$ cat config.mk
export PLATFORM = sky130hd
export DESIGN_NAME = simplez_ctrl
export DESIGN_NICKNAME = d
export VERILOG_FILES = /design/src/rtl/simplez_ctrl.sv
export SDC_FILE = /design/constraint.sdc
export NUM_CORES = 1
export LEC_CHECK = 0
export ABC_AREA = 0
export BUFFER_PORTS_ARGS = -buffer_cell sky130_fd_sc_hd__buf_2
export CELL_PAD_IN_SITES_DETAIL_PLACEMENT = 2
export CELL_PAD_IN_SITES_GLOBAL_PLACEMENT = 2
export CORE_AREA = 2 2 41 43
export CTS_CLUSTER_DIAMETER = 40
export DETAILED_ROUTE_END_ITERATION = 16
export DIE_AREA = 0 0 43 45
export GPL_TIMING_DRIVEN = 1
export PLACE_DENSITY = 0.79
export SETUP_SLACK_MARGIN = 0.4
export SYNTH_ARGS = -nofsm -noshare
export SYNTH_HDL_FRONTEND = slang
export SYNTH_SLANG_ARGS = --single-unit
$ cat constraint.sdc
create_clock -name clk -period 1.58 [get_ports clk]
set_clock_uncertainty 0.2 [all_clocks]
set_input_delay 0.079 -clock clk [delete_from_list [all_inputs] [get_ports clk]]
set_output_delay 0.079 -clock clk [all_outputs]
set_load 0.01 [all_outputs]
$ cat src/rtl/simplez_ctrl.sv
// rtl/simplez_ctrl.sv - Simplez CPU control sequencer (optional single-step via SIMPLEZ_STEP_EN)
module simplez_ctrl (
  input  logic       clk,
  input  logic       rstn,
  input  logic [2:0] opcode,
  input  logic       zero,
`ifdef SIMPLEZ_STEP_EN
  input  logic       step,
`endif
  output logic       maddr_sel,
  output logic       ri_load,
  output logic       pc_inc,
  output logic       pc_load,
  output logic       a_load,
  output logic [1:0] alu_op,
  output logic       mem_we,
  output logic       halt,
  output logic [2:0] state
);

  localparam logic [2:0] S_INIT   = 3'd0;
  localparam logic [2:0] S_FETCH  = 3'd1;
  localparam logic [2:0] S_LOADRI = 3'd2;
  localparam logic [2:0] S_DECODE = 3'd3;
  localparam logic [2:0] S_EXEC   = 3'd4;
  localparam logic [2:0] S_HALTED = 3'd5;

  localparam logic [2:0] OP_ST   = 3'd0;
  localparam logic [2:0] OP_LD   = 3'd1;
  localparam logic [2:0] OP_ADD  = 3'd2;
  localparam logic [2:0] OP_BR   = 3'd3;
  localparam logic [2:0] OP_BZ   = 3'd4;
  localparam logic [2:0] OP_CLR  = 3'd5;
  localparam logic [2:0] OP_DEC  = 3'd6;
  localparam logic [2:0] OP_HALT = 3'd7;

  localparam logic [1:0] ALU_PASS = 2'b00;
  localparam logic [1:0] ALU_ADD  = 2'b01;
  localparam logic [1:0] ALU_DEC  = 2'b10;
  localparam logic [1:0] ALU_ZERO = 2'b11;

  logic [2:0] state_r;
  logic [2:0] state_nxt;
  logic       fetch_go;

`ifdef SIMPLEZ_STEP_EN
  logic step_q;

  // Remember last step level so a held-high step releases only one instruction.
  always_ff @(posedge clk or negedge rstn) begin
    if (!rstn) step_q <= 1'b0;
    else       step_q <= step;
  end

  assign fetch_go = step & ~step_q;
`else
  assign fetch_go = 1'b1;
`endif

  // State register; reset forces INIT from any state, even mid-instruction.
  always_ff @(posedge clk or negedge rstn) begin
    if (!rstn) state_r <= S_INIT;
    else       state_r <= state_nxt;
  end

  assign state = state_r;

  // Next-state and strobe decode; strobes depend only on state, opcode and zero.
  always_comb begin
    state_nxt = S_INIT;
    maddr_sel = 1'b0;
    ri_load   = 1'b0;
    pc_inc    = 1'b0;
    pc_load   = 1'b0;
    a_load    = 1'b0;
    alu_op    = ALU_PASS;
    mem_we    = 1'b0;
    halt      = 1'b0;
    case (state_r)
      S_INIT: state_nxt = S_FETCH;
      S_FETCH: state_nxt = fetch_go ? S_LOADRI : S_FETCH;
      S_LOADRI: begin
        ri_load   = 1'b1;
        pc_inc    = 1'b1;
        state_nxt = S_DECODE;
      end
      S_DECODE: begin
        maddr_sel = 1'b1;
        state_nxt = S_FETCH;
        case (opcode)
          OP_ST:   mem_we = 1'b1;
          OP_LD:   state_nxt = S_EXEC;
          OP_ADD:  state_nxt = S_EXEC;
          OP_BR:   pc_load = 1'b1;
          OP_BZ:   pc_load = zero;
          OP_CLR: begin
            a_load = 1'b1;
            alu_op = ALU_ZERO;
          end
          OP_DEC: begin
            a_load = 1'b1;
            alu_op = ALU_DEC;
          end
          OP_HALT: state_nxt = S_HALTED;
          default: state_nxt = S_FETCH;
        endcase
      end
      S_EXEC: begin
        // Operand read at CD was issued in DECODE, so RAM data is valid now.
        maddr_sel = 1'b1;
        a_load    = 1'b1;
        alu_op    = (opcode == OP_ADD) ? ALU_ADD : ALU_PASS;
        state_nxt = S_FETCH;
      end
      S_HALTED: begin
        halt      = 1'b1;
        state_nxt = S_HALTED;
      end
      default: state_nxt = S_INIT;
    endcase
  end

endmodule

==> flow_metrics.tcl, run 1 <==
set metrics [dict create \
    antenna_found_initial 0 \
    hpwlAfterDp_um 665 \
    fillers 167 \
    clk_path_buf_depth 2 \
    min_from "opcode[0]" \
    multi_input_comb_area_um2 241 \
    cts_sinks 3 \
    antenna_left 0 \
    dpl_cell_area_um2 409 \
    fin_cells 79 \
    mostFrequentLayoutCell "buf_2" \
    synth.largest_area_cell "dfrtp_1" \
    synth_top_area_frac 0.293 \
    wl_per_cell_um 13.4 \
    crit_fanout 6 \
    r2r_start "state[2]" \
    area_delta_synth_final_pct 120 \
    end_kind "output port" \
    io_pins 18 \
    worst_pin_slew_ns 0.177 \
    path_class "flop to output port" \
    ir_worst_vdd_uv 391 \
    clk_pin_slew_worst_paths_ns 0.05 \
    core_um2 1470 \
    drive_gt1_frac 0.714 \
    min_period_over_period 0.959 \
    netlist_instances 33 \
    drv_cap 0 \
    grt_start_max_net_pins 8 \
    synth_area_leaders "dfrtp_1, nor2_1, nand2_1" \
    cts_tree "built" \
    setup_viol 0 \
    outcome "completed" \
    finalWorstPathRequiredPeriod_ns 1.51 \
    yosysSeqAreaShare 0.293 \
    vias 367 \
    grt_pass1_vias 342 \
    rsz0062_at_grt "yes" \
    drtIter0Drc 2 \
    grt_usage 0.118 \
    p_int_uw 585 \
    leakagePower_uw 0.000278 \
    gp_congestion 0.667 \
    layout_common_cells "buf_2, buf_6, buf_4" \
    largest_register_ffs 3 \
    power_density_nw_per_um2 1810 \
    power_frac_clock 0.152 \
    holdCritPathClass "primary input to flop" \
    vias_per_cell 4.65 \
    rows 14 \
    antenna_cells 0 \
    place_worst_setup_slack_ns 0.216 \
    cts_buffers 3 \
    p_switching_uw 434 \
    totalNegativeSetupSlack_ns 0 \
    die_area_um2 1940 \
    start_kind "flop" \
    power_frac_comb 0.667 \
    routed_wl_um 1060 \
    synth_cell_types 21 \
    synth.cell_area_um2 256 \
    die_h_um 45 \
    switching_share 0.426 \
    overflow 0 \
    clk_latency_ns 0.25 \
    die_x_um 43 \
    ys_seq_elements 3 \
    arrival_ns 1.24 \
    timing.fmax_mhz 660 \
    start_util 0.174 \
    hold_viol 0 \
    port_buffers 17 \
    firstDrtPassIters 4 \
    finalInstanceArea_um2 564 \
    dp_cells 65 \
    clk_root_buffer_cell "clkbuf_4" \
    seqPwrFrac 0.182 \
    nNetsFinal 70 \
    synth_nets 39 \
    cp.required_ns 1.30 \
    drv_slew 0 \
    slew_headroom 0.882 \
    grt_pass1_wl_um 1570 \
    regArea_um2 78.8 \
    fin_ws_ns 0.0653 \
    htreeDepth 1 \
    critPathLaunch "state[2]" \
    yosys_warnings 0 \
    syn_area_per_cell_um2 7.77 \
    drc 0 \
]
critical path, cell delays in order, from the launching register on:
cell,delay (ns)
dfrtp_2,0.45
nor2b_4,0.15
nand2_4,0.10
nor4_4,0.12
buf_2,0.16
worst paths after layout:
kind,endpoint,slack [ns],cells after the start
min in group asynchronous,state[2],0.50,3
worst min-delay path,state[2],0.18,4
worst max-delay path,mem_we,0.07,4
worst min register to register,state[1],0.50,3
max in group asynchronous,state[0],0.50,3
worst max register to register,state[2],0.24,5
cell families (layout without fill, tap and decap cells):
family / count (synthesis) / after routing / share of synthesized area
buf+inv: 3 / 33 / 0.0585
flops: 3 / 3 / 0.293
compound gates: 6 / 6 / 0.181
xor+xnor: 2 / 2 / 0.0683
simple gates: 19 / 19 / 0.400
metal layers:
metal / GRT usage / wire (um)
met5: 0 / 0
met3: 0.0120 / 48
met2: 0.197 / 561
met1: 0.125 / 416
met4: 0.127 / 30
synthesized netlist by cell type, drive strengths merged:
cell type  count
nor2b          2
nand3          1
and2           2
nor2           5
o32ai          1
nand3b         1
nand2          4
clkbuf         1
o22ai          1
buf            1
xor2           1
o221ai         1
inv            1
o221a          1
nand2b         2
xnor2          1
and4bb         1
nor4           1
o21ai          1
dfrtp          3
a31oi          1
layout make-up:
cell class	instances	share of cell area
Sequential cell	3	0.140
Clock buffer	4	0.0466
Timing Repair Buffer	28	0.344
Tap cell	16	0.0355
Multi-Input combinational cell	27	0.428
Inverter	1	0.00665
power by group through the flow:
stage / sequential [uW] / clock, uW / combinational [uW]
2_1_floorplan: 174 / 0 / 301
3_3_place_gp: 179 / 0 / 425
3_5_place_dp: 183 / 0 / 438
4_1_cts: 179 / 155 / 539
5_1_grt: 195 / 166 / 732
6_report: 185 / 155 / 679
through the flow:
stage | utilization | power [uW] | hold WS, ns
6_report | 0.384 | 1020 | 0.178
5_1_grt | 0.384 | 1090 | 0.211
4_1_cts | 0.338 | 873 | 0.169
3_5_place_dp | 0.278 | 621 | -0.321
3_3_place_gp | 0.278 | 604 | -0.323
2_1_floorplan | - | 475 | -0.417
repair_timing:
action / 4_1_cts / 5_1_grt
setup buffers: 4 / 4
pin swaps: 2 / 2
hold endpoints to repair: 3 / 0
resized for setup: 3 / 8
hold buffers: 2 / 0
setup endpoints to repair: 11 / 14
(Power assumes the default switching activity.)
==> run 2, diff against run 1 <==
- CORE_AREA: 2 2 41 43 -> 2 2 40 42
- DIE_AREA: 0 0 43 45 -> 0 0 42 44
- PLACE_DENSITY: 0.79 -> 0.82
- clock period: 1.58 -> 1.9 ns (I/O delays scaled with it)
==> run 2 against run 1 <==
Against the previous run: critical path depth grew 1; design area decreased by 2.9%; global-route usage shrank 1.0 points; routed wire length decreased by 5.0%; non-clock buffer count decreased by 2; total power fell by 22%; sequential share of layout area rose by 0.19 points; sequential power fell by 11%; setup slack improved by 0.28 ns.
==> flow_metrics.tcl, run 2 (synthesized netlist as in run 1, its figures left out) <==
set metrics [dict create \
    largest_register_ffs 3 \
    vias 355 \
    fin_cells 77 \
    holdCritPathClass "primary input to flop" \
    cts_sinks 3 \
    power_density_nw_per_um2 1450 \
    slew_headroom 0.826 \
    start_kind "flop" \
    overflow 0 \
    gp_congestion 0.648 \
    finalWorstPathRequiredPeriod_ns 1.56 \
    antenna_found_initial 0 \
    path_class "flop to output port" \
    cp.required_ns 1.60 \
    power_frac_clock 0.137 \
    crit_fanout 5 \
    hpwlAfterDp_um 627 \
    p_switching_uw 340 \
    rsz0062_at_grt "yes" \
    mostFrequentLayoutCell "buf_2" \
    worst_pin_slew_ns 0.260 \
    post-route-util 0.386 \
    drtIter0Drc 3 \
    antenna_left 0 \
    dp_cells 64 \
    fillers 167 \
    grt_start_max_net_pins 11 \
    drc 0 \
    cts_buffers 3 \
    die_h_um 44 \
    core_um2 1420 \
    drv_slew 0 \
    switching_share 0.426 \
    arrival_ns 1.26 \
    timing.fmax_mhz 641 \
    firstDrtPassIters 2 \
    wl_per_cell_um 13.0 \
    totalNegativeSetupSlack_ns 0 \
    die_x_um 42 \
    rows 14 \
    vias_per_cell 4.61 \
    grt_pass1_vias 333 \
    area_delta_synth_final_pct 114 \
    leakagePower_uw 0.000263 \
    clk_pin_slew_worst_paths_ns 0.04 \
    cts_tree "built" \
    power_frac_comb 0.656 \
    port_buffers 17 \
    setup_viol 0 \
    p_int_uw 457 \
    clk_path_buf_depth 2 \
    die_area_um2 1850 \
    nNetsFinal 68 \
    grt_pass1_wl_um 1470 \
    seqPwrFrac 0.207 \
    clk_latency_ns 0.23 \
    drv_cap 0 \
    htreeDepth 1 \
    outcome "completed" \
    finalInstanceArea_um2 548 \
    start_util 0.181 \
    drive_gt1_frac 0.672 \
    layout_common_cells "buf_2, buf_6, buf_4" \
    min_period_over_period 0.821 \
    ir_worst_vdd_uv 465 \
    hold_viol 0 \
    end_kind "output port" \
    dpl_cell_area_um2 350 \
    clk_root_buffer_cell "clkbuf_4" \
    io_pins 18 \
    antenna_cells 0 \
    routed_wl_um 1000 \
    grt_usage 0.108 \
]
run 2: cell count changes in the layout (fill, tap and decap cells not counted), sizes merged:
cell / delta
buf: -2
run 2: layer usage:
layer / vias up / track usage / share of wire
li1: 173 / - / -
met1: 168 / 0.110 / 0.39
met2: 14 / 0.188 / 0.53
met3: 0 / 0.0583 / 0.076
met4: 0 / 0.0387 / 0
met5: - / 0 / 0
run 2: power by group through the flow:
stage	clock network, uW	registers (uW)	logic, uW
finish	109	165	523
global route	127	172	565
CTS	116	149	377
detailed placement	0	153	279
global placement	0	146	274
floorplan	0	136	188
run 2: area by class of cell:
type	count	area [um^2]	share of cell area
multi-input combinational	27	239	0.436
sequential	3	77.6	0.142
inverter	1	3.75	0.00685
timing repair buffer	26	181	0.331
clock buffer	4	26.3	0.0479
tap	16	20.0	0.0365
run 2: critical path, cell delays in order (launching register included):
cell	delay, ns
dfrtp_1	0.40
nor2b_4	0.21
nand2_4	0.09
buf_6	0.15
nor2_4	0.07
buf_6	0.10
run 2: metrics by stage:
stage                     total power [uW]  hold slack (ns)  worst slack (ns)
after global placement                 420           -0.309             0.485
final                                  797            0.181             0.340
after floorplan                        324           -0.401             0.431
after CTS                              641            0.176             0.287
after detailed placement               432           -0.307             0.440
after global routing                   864            0.198             0.260
run 2: path summary, 6_finish.rpt:
| kind | startpoint | end | slack [ns] | cells after the start |
|---|---|---|---|---|
| worst max-delay path | state[1] | alu_op[1] | 0.34 | 5 |
| worst min-delay path | opcode[0] | state[2] | 0.18 | 4 |
| worst max register to register | state[2] | state[2] | 0.55 | 4 |
| worst min register to register | state[2] | state[1] | 0.42 | 2 |
| max in group asynchronous | rstn | state[0] | 0.79 | 3 |
| min in group asynchronous | rstn | state[2] | 0.55 | 3 |
run 2: what timing repair did:
item                                   in CTS  in global routing
cloned                                      0                  0
setup endpoints to repair                   6                  9
endpoints found under the hold margin       3                  0
setup buffers                               5                  2
hold buffers                                2                  0
pin swaps                                   2                  4
gates resized for setup                     4                 21
==> run 3, diff against run 2 <==
- CORE_AREA: 2 2 40 42 -> 2 2 41 43
- DIE_AREA: 0 0 42 44 -> 0 0 43 45
- PLACE_DENSITY: 0.82 -> 0.79
- clock period: 1.9 -> 1.6 ns (I/O delays scaled with it)
==> run 3 against run 2 <==
Against the previous run: combinational power grew 16%; clock power grew 23%; setup slack lost 0.25 ns; hold slack gained 0.0096 ns; via count shrank 1.7%; critical path type unchanged; critical endpoint is now mem_we; largest power group unchanged; global-route usage grew 0.83 points; non-clock buffer count shrank 2; die area grew 4.7%; routed wire length is the same.
==> flow_metrics.tcl, run 3 (synthesized netlist as in run 1, its figures left out) <==
set metrics [dict create \
    outcome "completed" \
    nNetsFinal 66 \
    timing.fmax_mhz 661 \
    r2r-end "state[2]" \
    clk_root_buffer_cell "clkbuf_4" \
    hpwlAfterDp_um 744 \
    path_buf_inv 1 \
    htreeDepth 1 \
    antenna_found_initial 0 \
    drv_slew 0 \
    die_x_um 43 \
    fin_cells 75 \
    totalNegativeSetupSlack_ns 0 \
    cp_slowest_cell "dfrtp_2" \
    grt_pass1_vias 376 \
    worstPathCellList "nor2b_4 -> nand2_4 -> nor4_4 -> buf_2" \
    finalWorstPathRequiredPeriod_ns 1.51 \
    dpl_cell_area_um2 409 \
    p_total_uw 920 \
    arrival_ns 1.23 \
    gp_congestion 0.672 \
    crit_family "simple AND/OR/NAND/NOR gates" \
    crit_fanout 6 \
    drv_cap 0 \
    critPathMaxStageDelay_ns 0.40 \
    start_util 0.174 \
    clk_path_buf_depth 2 \
    regToRegSetupSlack_ns 0.32 \
    overflow 0 \
    grt_pass1_wl_um 1650 \
    hold_end "state[2]" \
    end_kind "output port" \
    port_buffers 17 \
    vias_per_cell 4.65 \
    die_h_um 45 \
    post-route-util 0.359 \
    clk_pin_slew_worst_paths_ns 0.04 \
    largest_register_ffs 3 \
    drc 0 \
    cts_buffers 3 \
    antenna_left 0 \
    layout_common_cells "buf_2, buf_4, nand2_1, clkbuf_4, dfrtp_2" \
    worstRegToRegCells 4 \
    worstHoldPathCells 4 \
    ir_worst_vdd_uv 549 \
    io_pins 18 \
    antenna_cells 0 \
    worst_pin_slew_ns 0.201 \
    start_kind "flop" \
    dp_cells 65 \
    grt_start_max_net_pins 8 \
    cp.required_ns 1.32 \
    cts_sinks 3 \
    min_from "opcode[0]" \
    rows 14 \
    min_period_over_period 0.945 \
    holdCritPathClass "primary input to flop" \
    finalInstanceArea_um2 528 \
    drtIter0Drc 0 \
    grt_usage 0.116 \
    core_um2 1470 \
    cts_tree "built" \
    wl_per_cell_um 13.4 \
    dr_wl_met3_um 57 \
    dr.max_layer_used "met3" \
    clk_latency_ns 0.24 \
    path_class "flop to output port" \
    r2r_start "state[2]" \
    routed_wl_um 1000 \
    vias 349 \
    area_delta_synth_final_pct 106 \
    drive_gt1_frac 0.678 \
    setup_viol 0 \
    leakagePower_uw 0.000251 \
    firstDrtPassIters 1 \
    wl_met1_um 400 \
    slew_headroom 0.865 \
    hold_viol 0 \
    mostFrequentLayoutCell "buf_2" \
    power_density_nw_per_um2 1740 \
    rsz0062_at_grt "yes" \
    wl_met2_um 546 \
    die_area_um2 1940 \
]
run 3: worst max path at each step:
| stage | from | end | slack (ns) | cells after the start |
|---|---|---|---|---|
| finish | state[1] | mem_we | 0.09 | 4 |
| global route | state[1] | mem_we | 0.01 | 4 |
| CTS | state[1] | mem_we | 0.04 | 4 |
| detailed placement | state[2] | mem_we | 0.21 | 4 |
| global placement | state[2] | mem_we | 0.28 | 4 |
| floorplan | state[0] | mem_we | 0.39 | 3 |
run 3: per-layer routing:
metal / global-route usage / vias up
met2: 0.215 / 15
met5: 0 / -
met1: 0.120 / 165
met3: 0.0480 / 0
met4: 0.0364 / 0
li1: - / 169
run 3: repair_timing:
item                                    4_1_cts  5_1_grt
pin swaps                                     2        4
resized for setup                             3        5
hold endpoints to repair                      3        0
buffers inserted                              2        2
hold buffers                                  2        0
endpoints found under the setup margin       11       13
run 3: layout make-up:
cell class | count | area (um^2)
multi-input combinational | 27 | 244
timing repair buffer | 24 | 155
tap | 16 | 20.0
fill | 174 | 943
sequential | 3 | 78.8
inverter | 1 | 3.75
clock buffer | 4 | 26.3
run 3: worst reg2reg max path: cells and delay by family, from the launching register on:
family,cells,cell delay [ns]
flops,1,0.43
buf+inv,1,0.16
simple gates,2,0.16
compound gates,1,0.21
run 3: power breakdown:
part / switching, uW / leakage (uW) / internal [uW]
logic: 295 / 0.000203 / 310
registers: 62.4 / 0.0000332 / 119
clock network: 40.9 / 0.0000150 / 93.5
run 3: stage by stage:
stage / hold WS [ns] / setup WS [ns]
final: 0.191 / 0.0882
after global routing: 0.228 / 0.0115
after CTS: 0.187 / 0.0448
after detailed placement: -0.322 / 0.213
after global placement: -0.322 / 0.282
after floorplan: -0.416 / 0.387
